File: src/rtl/rf_pkg.sv
// Shared constants and types for the register-file write arbiter.
// REG_COUNT/REG_ADDR_W describe the 8-entry register file, REQ_EXE/REQ_LD
// name the two requesters by their grant bit index, R0 is register zero.
package rf_pkg;

  localparam int REG_COUNT  = 8;
  localparam int REG_ADDR_W = 3;

  localparam logic REQ_EXE = 1'b0;
  localparam logic REQ_LD  = 1'b1;

  localparam logic [REG_ADDR_W-1:0] R0 = 3'd0;

  typedef logic [REG_ADDR_W-1:0] reg_addr_t;

endpackage

File: src/rtl/rf_write_arbiter_rr_arb2.sv
// rr_arb2: two-way round-robin arbiter.
// Ports:
//   clk_i    clock
//   rst_i    asynchronous active-high reset (priority back to requester 0)
//   req_i    request vector, bit k = requester k
//   enable_i 0 = grant nothing and freeze the priority pointer
//   grant_o  one-hot grant, or zero when nothing is granted
// A lone requester always wins; on contention the pointer decides, and the
// pointer then favours the requester that lost.
module rr_arb2 (
  input  logic       clk_i,
  input  logic       rst_i,
  input  logic [1:0] req_i,
  input  logic       enable_i,
  output logic [1:0] grant_o
);

  logic prio_q;
  logic prio_d;

  // Grant selection and next priority pointer
  always_comb begin
    grant_o = 2'b00;
    prio_d  = prio_q;
    if (enable_i) begin
      case (req_i)
        2'b01:   grant_o = 2'b01;
        2'b10:   grant_o = 2'b10;
        2'b11:   grant_o = prio_q ? 2'b10 : 2'b01;
        default: grant_o = 2'b00;
      endcase
    end else begin
      grant_o = 2'b00;
    end
    // The winner gives up priority to the other requester
    if (grant_o[0]) begin
      prio_d = 1'b1;
    end else if (grant_o[1]) begin
      prio_d = 1'b0;
    end else begin
      prio_d = prio_q;
    end
  end

  // Priority pointer register
  always_ff @(posedge clk_i or posedge rst_i) begin
    if (rst_i) begin
      prio_q <= 1'b0;
    end else begin
      prio_q <= prio_d;
    end
  end

endmodule

File: src/rtl/rf_write_arbiter.sv
// rf_write_arbiter: merges the execute-unit (req0) and load-unit (req1)
// write streams onto the single register-file write port.
// Ports:
//   CLK, RST                      clock, asynchronous active-high reset
//   stall_i                       1 = grant nothing this cycle
//   reqN_valid/dest/data/ready    valid/ready write request from requester N
//   regWrite_o/destReg_o/writeData_o  registered register-file write port
//   grant_id_o                    requester behind the current write/drop
//   dropped_o                     pulse: accepted write to R0 suppressed
// Readies are combinational from valid; the accepted write shows up on the
// write port one cycle later.
module rf_write_arbiter
  import rf_pkg::*;
#(
  parameter int W_width = 32,
  parameter int ZERO_R0 = 0
) (
  input  logic                  CLK,
  input  logic                  RST,
  input  logic                  stall_i,
  input  logic                  req0_valid,
  input  logic [REG_ADDR_W-1:0] req0_dest,
  input  logic [W_width-1:0]    req0_data,
  output logic                  req0_ready,
  input  logic                  req1_valid,
  input  logic [REG_ADDR_W-1:0] req1_dest,
  input  logic [W_width-1:0]    req1_data,
  output logic                  req1_ready,
  output logic                  regWrite_o,
  output logic [REG_ADDR_W-1:0] destReg_o,
  output logic [W_width-1:0]    writeData_o,
  output logic                  grant_id_o,
  output logic                  dropped_o
);

  logic [1:0]         grant_s;
  logic               arb_en_s;
  logic               xfer_s;
  logic               win_id_s;
  reg_addr_t          win_dest_s;
  logic [W_width-1:0] win_data_s;
  logic               drop_s;

  logic               regWrite_q, regWrite_d;
  reg_addr_t          destReg_q, destReg_d;
  logic [W_width-1:0] writeData_q, writeData_d;
  logic               grant_id_q, grant_id_d;
  logic               dropped_q, dropped_d;

  // Readies must be low while reset is held, not just after the first edge
  assign arb_en_s = !RST && !stall_i;

  rr_arb2 u_arb (
    .clk_i    (CLK),
    .rst_i    (RST),
    .req_i    ({req1_valid, req0_valid}),
    .enable_i (arb_en_s),
    .grant_o  (grant_s)
  );

  assign req0_ready = grant_s[REQ_EXE];
  assign req1_ready = grant_s[REQ_LD];

  assign xfer_s     = |grant_s;
  assign win_id_s   = grant_s[REQ_LD];
  assign win_dest_s = win_id_s ? req1_dest : req0_dest;
  assign win_data_s = win_id_s ? req1_data : req0_data;
  assign drop_s     = (ZERO_R0 != 0) && (win_dest_s == R0);

  // Output stage next state: load on a transfer, otherwise hold data and idle
  always_comb begin
    regWrite_d  = 1'b0;
    dropped_d   = 1'b0;
    destReg_d   = destReg_q;
    writeData_d = writeData_q;
    grant_id_d  = grant_id_q;
    if (xfer_s) begin
      destReg_d   = win_dest_s;
      writeData_d = win_data_s;
      grant_id_d  = win_id_s;
      if (drop_s) begin
        dropped_d = 1'b1;
      end else begin
        regWrite_d = 1'b1;
      end
    end else begin
      regWrite_d = 1'b0;
      dropped_d  = 1'b0;
    end
  end

  // Output stage registers
  always_ff @(posedge CLK or posedge RST) begin
    if (RST) begin
      regWrite_q  <= 1'b0;
      destReg_q   <= 3'd0;
      writeData_q <= '0;
      grant_id_q  <= 1'b0;
      dropped_q   <= 1'b0;
    end else begin
      regWrite_q  <= regWrite_d;
      destReg_q   <= destReg_d;
      writeData_q <= writeData_d;
      grant_id_q  <= grant_id_d;
      dropped_q   <= dropped_d;
    end
  end

  assign regWrite_o  = regWrite_q;
  assign destReg_o   = destReg_q;
  assign writeData_o = writeData_q;
  assign grant_id_o  = grant_id_q;
  assign dropped_o   = dropped_q;

endmodule

File: config.mk
export PLATFORM = sky130hd
export DESIGN_NAME = rf_write_arbiter
export DESIGN_NICKNAME = d
export VERILOG_FILES = /design/src/rtl/rf_pkg.sv /design/src/rtl/rf_write_arbiter_rr_arb2.sv /design/src/rtl/rf_write_arbiter.sv
export SDC_FILE = /design/constraint.sdc
export NUM_CORES = 1
export LEC_CHECK = 0
export CELL_PAD_IN_SITES_DETAIL_PLACEMENT = 1
export CELL_PAD_IN_SITES_GLOBAL_PLACEMENT = 1
export CORE_ASPECT_RATIO = 1.1
export CORE_MARGIN = 2
export CORE_UTILIZATION = 27
export DETAILED_ROUTE_END_ITERATION = 10
export PLACE_DENSITY = 0.86
export SLEW_MARGIN = 20
export SYNTH_ARGS = -nofsm -noshare
export SYNTH_HDL_FRONTEND = slang
export SYNTH_SLANG_ARGS = --single-unit
File: constraint.sdc
create_clock -name CLK -period 1.35 [get_ports CLK]
set_input_delay 0.135 -clock CLK [delete_from_list [all_inputs] [get_ports CLK]]
set_output_delay 0.135 -clock CLK [all_outputs]
set_load 0.03 [all_outputs]
==> results_dict.tcl, run 1 <==
set metrics [dict create \
    yosys-top-cells-count "dfrtp_1, nor3b_1, a221o_1" \
    final_antenna_net_count 0 \
    start_kind "register" \
    seq_area_um2 950.9 \
    synth_largest_area_cell "dfrtp_1" \
    placedCellCount 403 \
    antenna_found_initial 0 \
    portBuffers 113 \
    synth_most_common_cell "dfrtp_1" \
    cp.required_ps 1520 \
    ys_ff_latch 38 \
    drt-wirelength-per-cell_um 20.42 \
    fp-row-count 34 \
    gp_congestion 0.7470 \
    core_area_um2 7870 \
    initial_utilization_pct 27.81 \
    rsz0062_at_grt "true" \
    clockBufferDepth 2 \
    synth.cell_area_um2 2188 \
    finClkSkew_ps 3.472 \
    multi_input_area_um2 1055 \
    yosysTopAreaCellShare_pct 43.45 \
    synthMuxAreaShare_pct 0 \
    crit_family "flip-flops" \
    yosys_warnings 0 \
    synth_top_family_by_area "simple AND/OR/NAND/NOR gates" \
    synthSimpleGateAreaFrac_pct 29.10 \
    first_pass_iters 4 \
    synthArstFlopShare_pct 100.0 \
    layout-drive-gt1-share_pct 19.42 \
    max_stage_delay_ps 390 \
    drv_cap 0 \
    cts_htree_levels 2 \
    cp_cell_sequence "nand2b_4 -> buf_12 -> clkbuf_16 -> and4_4 -> a221o_2" \
    synth_xor_area_share_pct 0 \
    ioPinCount 115 \
    cp.arrival_ps 1620 \
    worst_ir_drop_vdd_uv 399.3 \
    synth_area_leaders "dfrtp_1, a221o_1, nor3b_1, and4_1, and4_2" \
    hold_class "in -> async" \
    first_iter_violations 54 \
    cts.sinks 38 \
    synthCells 185 \
    areaGrowthSynthToFinish_pct 71.07 \
    drt-vias-per-instance 5.300 \
    n_fill_cell 859 \
    syn_avg_cell_area_um2 11.83 \
    drc_errors 0 \
    dieArea_um2 8842 \
    grt_pass1_vias 2383 \
    violations "setup timing" \
    min_period_over_period_pct 107.5 \
    total_power_mw 3.976 \
    cts.clk_slew.worst_paths_ps 80 \
    dp_hpwl_mm 5.978 \
    critPathSlowestCell "dfrtp_1" \
    cts_tree "built" \
    hold_viol 0 \
    finalMaxSlewViolations 0 \
    fin_cells 417 \
    clkLatencyLatePin_ps 290 \
    overflow 0 \
    cts_root_buffer "clkbuf_8" \
    grt_usage_pct 18.42 \
    synth_compound_area_share_pct 17.44 \
    power.density_nw_per_um2 1062 \
    fmax_ghz 0.6892 \
    grt_max_degree 38 \
    crit_fanout 10 \
    n_antenna_cell 0 \
    critical_path_class "reg -> reg" \
    nets 384 \
    vias 2210 \
    synth_ff_type "dfrtp_1" \
    syn_nets 260 \
    grt_pass1_wl_mm 13.05 \
    drt_wl_total_mm 8.516 \
    setup_viol 37 \
    leakage_nw 1.586 \
    synth_fa_ha_area_share_pct 0 \
    end_kind "register" \
    synth_cell_type_count 24 \
    chipWidth_um 89.84 \
    status "complete, but fails checks" \
    path_buf_inv 2 \
    die_h_um 98.42 \
    setup_ws_ps -101.0 \
    numCtsBuffers 5 \
    fin_crit_ps 1451 \
    ys_seq_area_share_pct 43.45 \
    synth_edf_count 0 \
]
-- metal layers --
| metal | global-route usage [%] | vias to the layer above | part of all wire [%] |
|---|---|---|---|
| met4 | 4.260 | 0 | 0.73 |
| li1 | - | 996 | - |
| met5 | 0 | - | 0 |
| met1 | 22.63 | 1135 | 42 |
| met2 | 33.39 | 72 | 53 |
| met3 | 3.823 | 7 | 4.2 |
-- worst paths after layout --
kind | start | end | slack, ps | cells past startpoint
worst min-delay path | RST | destReg_o[0] | 90 | 3
max in group asynchronous | RST | writeData_o[8] | 840 | 4
worst min register to register | writeData_o[14] | writeData_o[14] | 510 | 1
min in group CLK | req0_valid | u_arb.prio_q | 430 | 3
worst max-delay path | u_arb.prio_q | destReg_o[1] | -100 | 5
worst max register to register | u_arb.prio_q | destReg_o[1] | -100 | 5
-- per-stage QoR --
| stage | hold WS (ps) | TNS, ps | setup WS (ps) | util, % | area, um^2 |
|---|---|---|---|---|---|
| after floorplan | 322.8 | 0 | 4.511 | - | 2196 |
| after global placement | 495.7 | -10360 | -308.1 | 44.79 | 3525 |
| after detailed placement | 502.6 | -12200 | -355.9 | 44.79 | 3525 |
| after CTS | 101.5 | -1717 | -113.9 | 46.73 | 3677 |
| after global routing | 103.6 | -3274 | -131.0 | 47.57 | 3744 |
| final | 91.12 | -1738 | -101.0 | 47.57 | 3744 |
-- sequential cells by signal, indices dropped and copies added, names as in the netlist --
register      cells
u_arb.prio_q      1
writeData_o      32
destReg_o         3
regWrite_o        1
grant_id_o        1
-- kinds of logic after synthesis --
logic type / after synthesis
AND/OR/NAND/NOR: 77
AO/OA/AOI/OAI: 39
flip-flops: 38
buffers and inverters: 30
other: 1
-- worst reg2reg max path: cells and delay by family (launching register included) --
kind                   cells  cell delay [ps]
AOI/OAI and AO/OA          1              290
buffers and inverters      2              310
DFF                        1              390
and+or+nand+nor            2              340
-- power by group --
group          switching [mW]  total, mW  internal [mW]
Combinational           0.896       1.72          0.826
Sequential              0.138       1.49           1.35
Clock                   0.413      0.761          0.347
Total                    1.45       3.98           2.53
-- layout make-up --
cell class                      instances  share of cell area, %
Multi-Input combinational cell        117                  28.18
Tap cell                              108                  3.610
Timing Repair Buffer                  143                  40.24
Clock inverter                          2                 0.2674
Clock buffer                            5                  1.838
Sequential cell                        38                  25.40
Inverter                                4                 0.4679
-- cell usage in the layout, fill, tap and decap left out --
cell,n
buf_16,1
o21ai_4,1
buf_4,13
inv_1,2
clkinv_1,1
nand2b_4,1
and4_4,8
o21ai_0,1
dlygate4sd2_1,41
clkbuf_16,2
inv_4,1
conb_1,1
nor3b_1,35
buf_6,5
nand3_4,1
a221o_1,30
clkinv_2,2
a31oi_1,1
dfrtp_1,38
buf_8,1
and4_1,27
nor2_2,1
nand2_2,1
and3_4,1
or2_1,1
a221o_2,5
nor2_4,1
buf_12,10
a21oi_1,1
clkbuf_8,5
clkdlybuf4s50_1,70
-- repair_timing --
action                     in CTS  in global routing
resized for setup              62                 11
buffers inserted                4                  1
hold buffers                    0                  0
pin swaps                      19                 13
cloned                          1                  2
setup endpoints to repair      63                 37
(Power assumes the default switching activity.)
==> run 2: changes to the inputs <==
Settings changed: SETUP_SLACK_MARGIN set to 0.4.
==> run 2 against run 1 <==
The run still ends with setup timing left. Combinational power is 21% higher. Register-to-register slack hardly changed. Core utilization is 4.0 points higher. Cell count is 6.0% higher. Count of clock-buffer cells in the layout is 1 higher. Die area stayed put. Total power is 12% higher. Critical path type unchanged.
==> results_dict.tcl, run 2 (same netlist as run 1, synthesis figures left out) <==
set metrics [dict create \
    largest_register_ffs 32 \
    grt_pass1_vias 2473 \
    fin_crit_ps 1441 \
    endpoint "writeData_o[8]" \
    first_iter_violations 84 \
    core_area_um2 7870 \
    worst_r2r_endpoint "writeData_o[8]" \
    r2r_cells 5 \
    final_cell_mix "clkdlybuf4s50_1, buf_6, dfrtp_1, nor3b_1, buf_4" \
    min_period_over_period_pct 106.7 \
    layout-drive-gt1-share_pct 37.13 \
    grt_max_degree 39 \
    final_common_cell "clkdlybuf4s50_1" \
    fp-row-count 34 \
    clkLatencyLatePin_ps 290 \
    finalInstanceArea_um2 4055 \
    r2r_slack_ps -90 \
    cp.arrival_ps 1610 \
    grt_usage_pct 19.33 \
    met3_usage_pct 4.281 \
    violations "setup timing" \
    antenna_found_initial 0 \
    numCtsBuffers 5 \
    drt_wl_total_mm 8.540 \
    crit_fanout 9 \
    fin_util_pct 51.53 \
    finalMaxSlewViolations 0 \
    rsz0062_at_grt "true" \
    grt_util_met2_pct 34.91 \
    cts_htree_levels 2 \
    chipWidth_um 89.84 \
    r2r-start "u_arb.prio_q" \
    critical_path_class "reg -> reg" \
    cts.sinks 38 \
    hold_class "in -> async" \
    start_kind "register" \
    overflow 0 \
    drc_errors 0 \
    dpl_worst_slack_ps -410.5 \
    postCtsHoldBufs 0 \
    cp.required_ps 1520 \
    nets 408 \
    grt_pass1_wl_mm 13.57 \
    drt-wirelength-per-cell_um 19.32 \
    setup_viol 36 \
    cts_tree "built" \
    cts_root_buffer "clkbuf_8" \
    finClkSkew_ps 10.69 \
    gp_congestion 0.7243 \
    power.density_nw_per_um2 1094 \
    first_pass_iters 4 \
    initial_utilization_pct 27.81 \
    ioPinCount 115 \
    status "complete, but fails checks" \
    leakage_nw 1.716 \
    fmax_ghz 0.6940 \
    drt-vias-per-instance 5.041 \
    dp_hpwl_mm 5.643 \
    cts.clk_slew.worst_paths_ps 90 \
    setup_ws_ps -90.92 \
    crit_start "u_arb.prio_q" \
    end_kind "register" \
    dieArea_um2 8842 \
    hold_viol 0 \
    final_antenna_net_count 0 \
    n_antenna_cell 0 \
    clockBufferDepth 2 \
    dpl-instance-area_um2 3560 \
    met1_usage_pct 23.90 \
    portBuffers 113 \
    drv_cap 0 \
    die_h_um 98.42 \
    worst_ir_drop_vdd_uv 436.5 \
    top_usage_layer "met2" \
    areaGrowthSynthToFinish_pct 85.31 \
    vias 2228 \
]
-- run 2: changes by cell type in the layout (fill, tap and decap cells not counted), moves of 3 or more --
cell,change
and4_4,-5
clkinvlp_4,+3
dlygate4sd2_1,-37
buf_6,+41
buf_4,+20
and4_2,+5
-- run 2: repair_timing --
action	in CTS	in global routing
gates resized for setup	275	6
pin swaps	2	2
endpoints found under the hold margin	0	0
cloned	1	2
endpoints found under the setup margin	77	75
setup buffers	26	3
-- run 2: how the worst min path moves through the flow --
stage,end,depth (start not counted),start
3_3_place_gp,writeData_o[7],1,writeData_o[7]
5_1_grt,writeData_o[18],4,RST
3_5_place_dp,writeData_o[9],1,writeData_o[9]
4_1_cts,writeData_o[9],4,RST
2_1_floorplan,destReg_o[0],1,RST
6_report,writeData_o[8],4,RST
-- run 2: per-stage QoR --
step	hold slack [ps]	setup TNS [ps]	total power, mW	std cells
floorplan	101.1	0	2.394	185
global placement	496.2	-11610	3.201	402
detailed placement	501.4	-13410	3.259	402
CTS	202.9	-1099	4.387	437
global route	220.6	-2857	4.646	442
finish	202.9	-1598	4.436	442
-- run 2: final cells by class --
class,count,area [um^2]
clock buffers,6,82.58
fillers,823,3815
multi-input cells,117,1057
clock inverters,2,12.51
inverters,4,22.52
repair buffers,167,1794
well taps,108,135.1
flip-flops and latches,38,950.9
-- run 2: report_power, final --
part	switching [mW]	internal (mW)	leakage, nW
sequential	0.172	1.36	0.456
clock	0.418	0.411	0.0472
combinational	0.936	1.14	1.21
-- run 2: per-layer routing --
| metal | wire length [um] | vias to the layer above | share of wire (%) |
|---|---|---|---|
| met2 | 4408 | 68 | 52 |
| met1 | 3617 | 1102 | 42 |
| met3 | 394 | 10 | 4.6 |
| met5 | 0 | - | 0 |
| met4 | 120 | 0 | 1.4 |
| li1 | - | 1048 | - |
-- run 2: critical path, cell delays in order, from the launching register on --
cell and delay, ps:
dfrtp_1 390, nand2b_4 170, buf_12 160, buf_12 130, and4_1 180, a221o_1 290
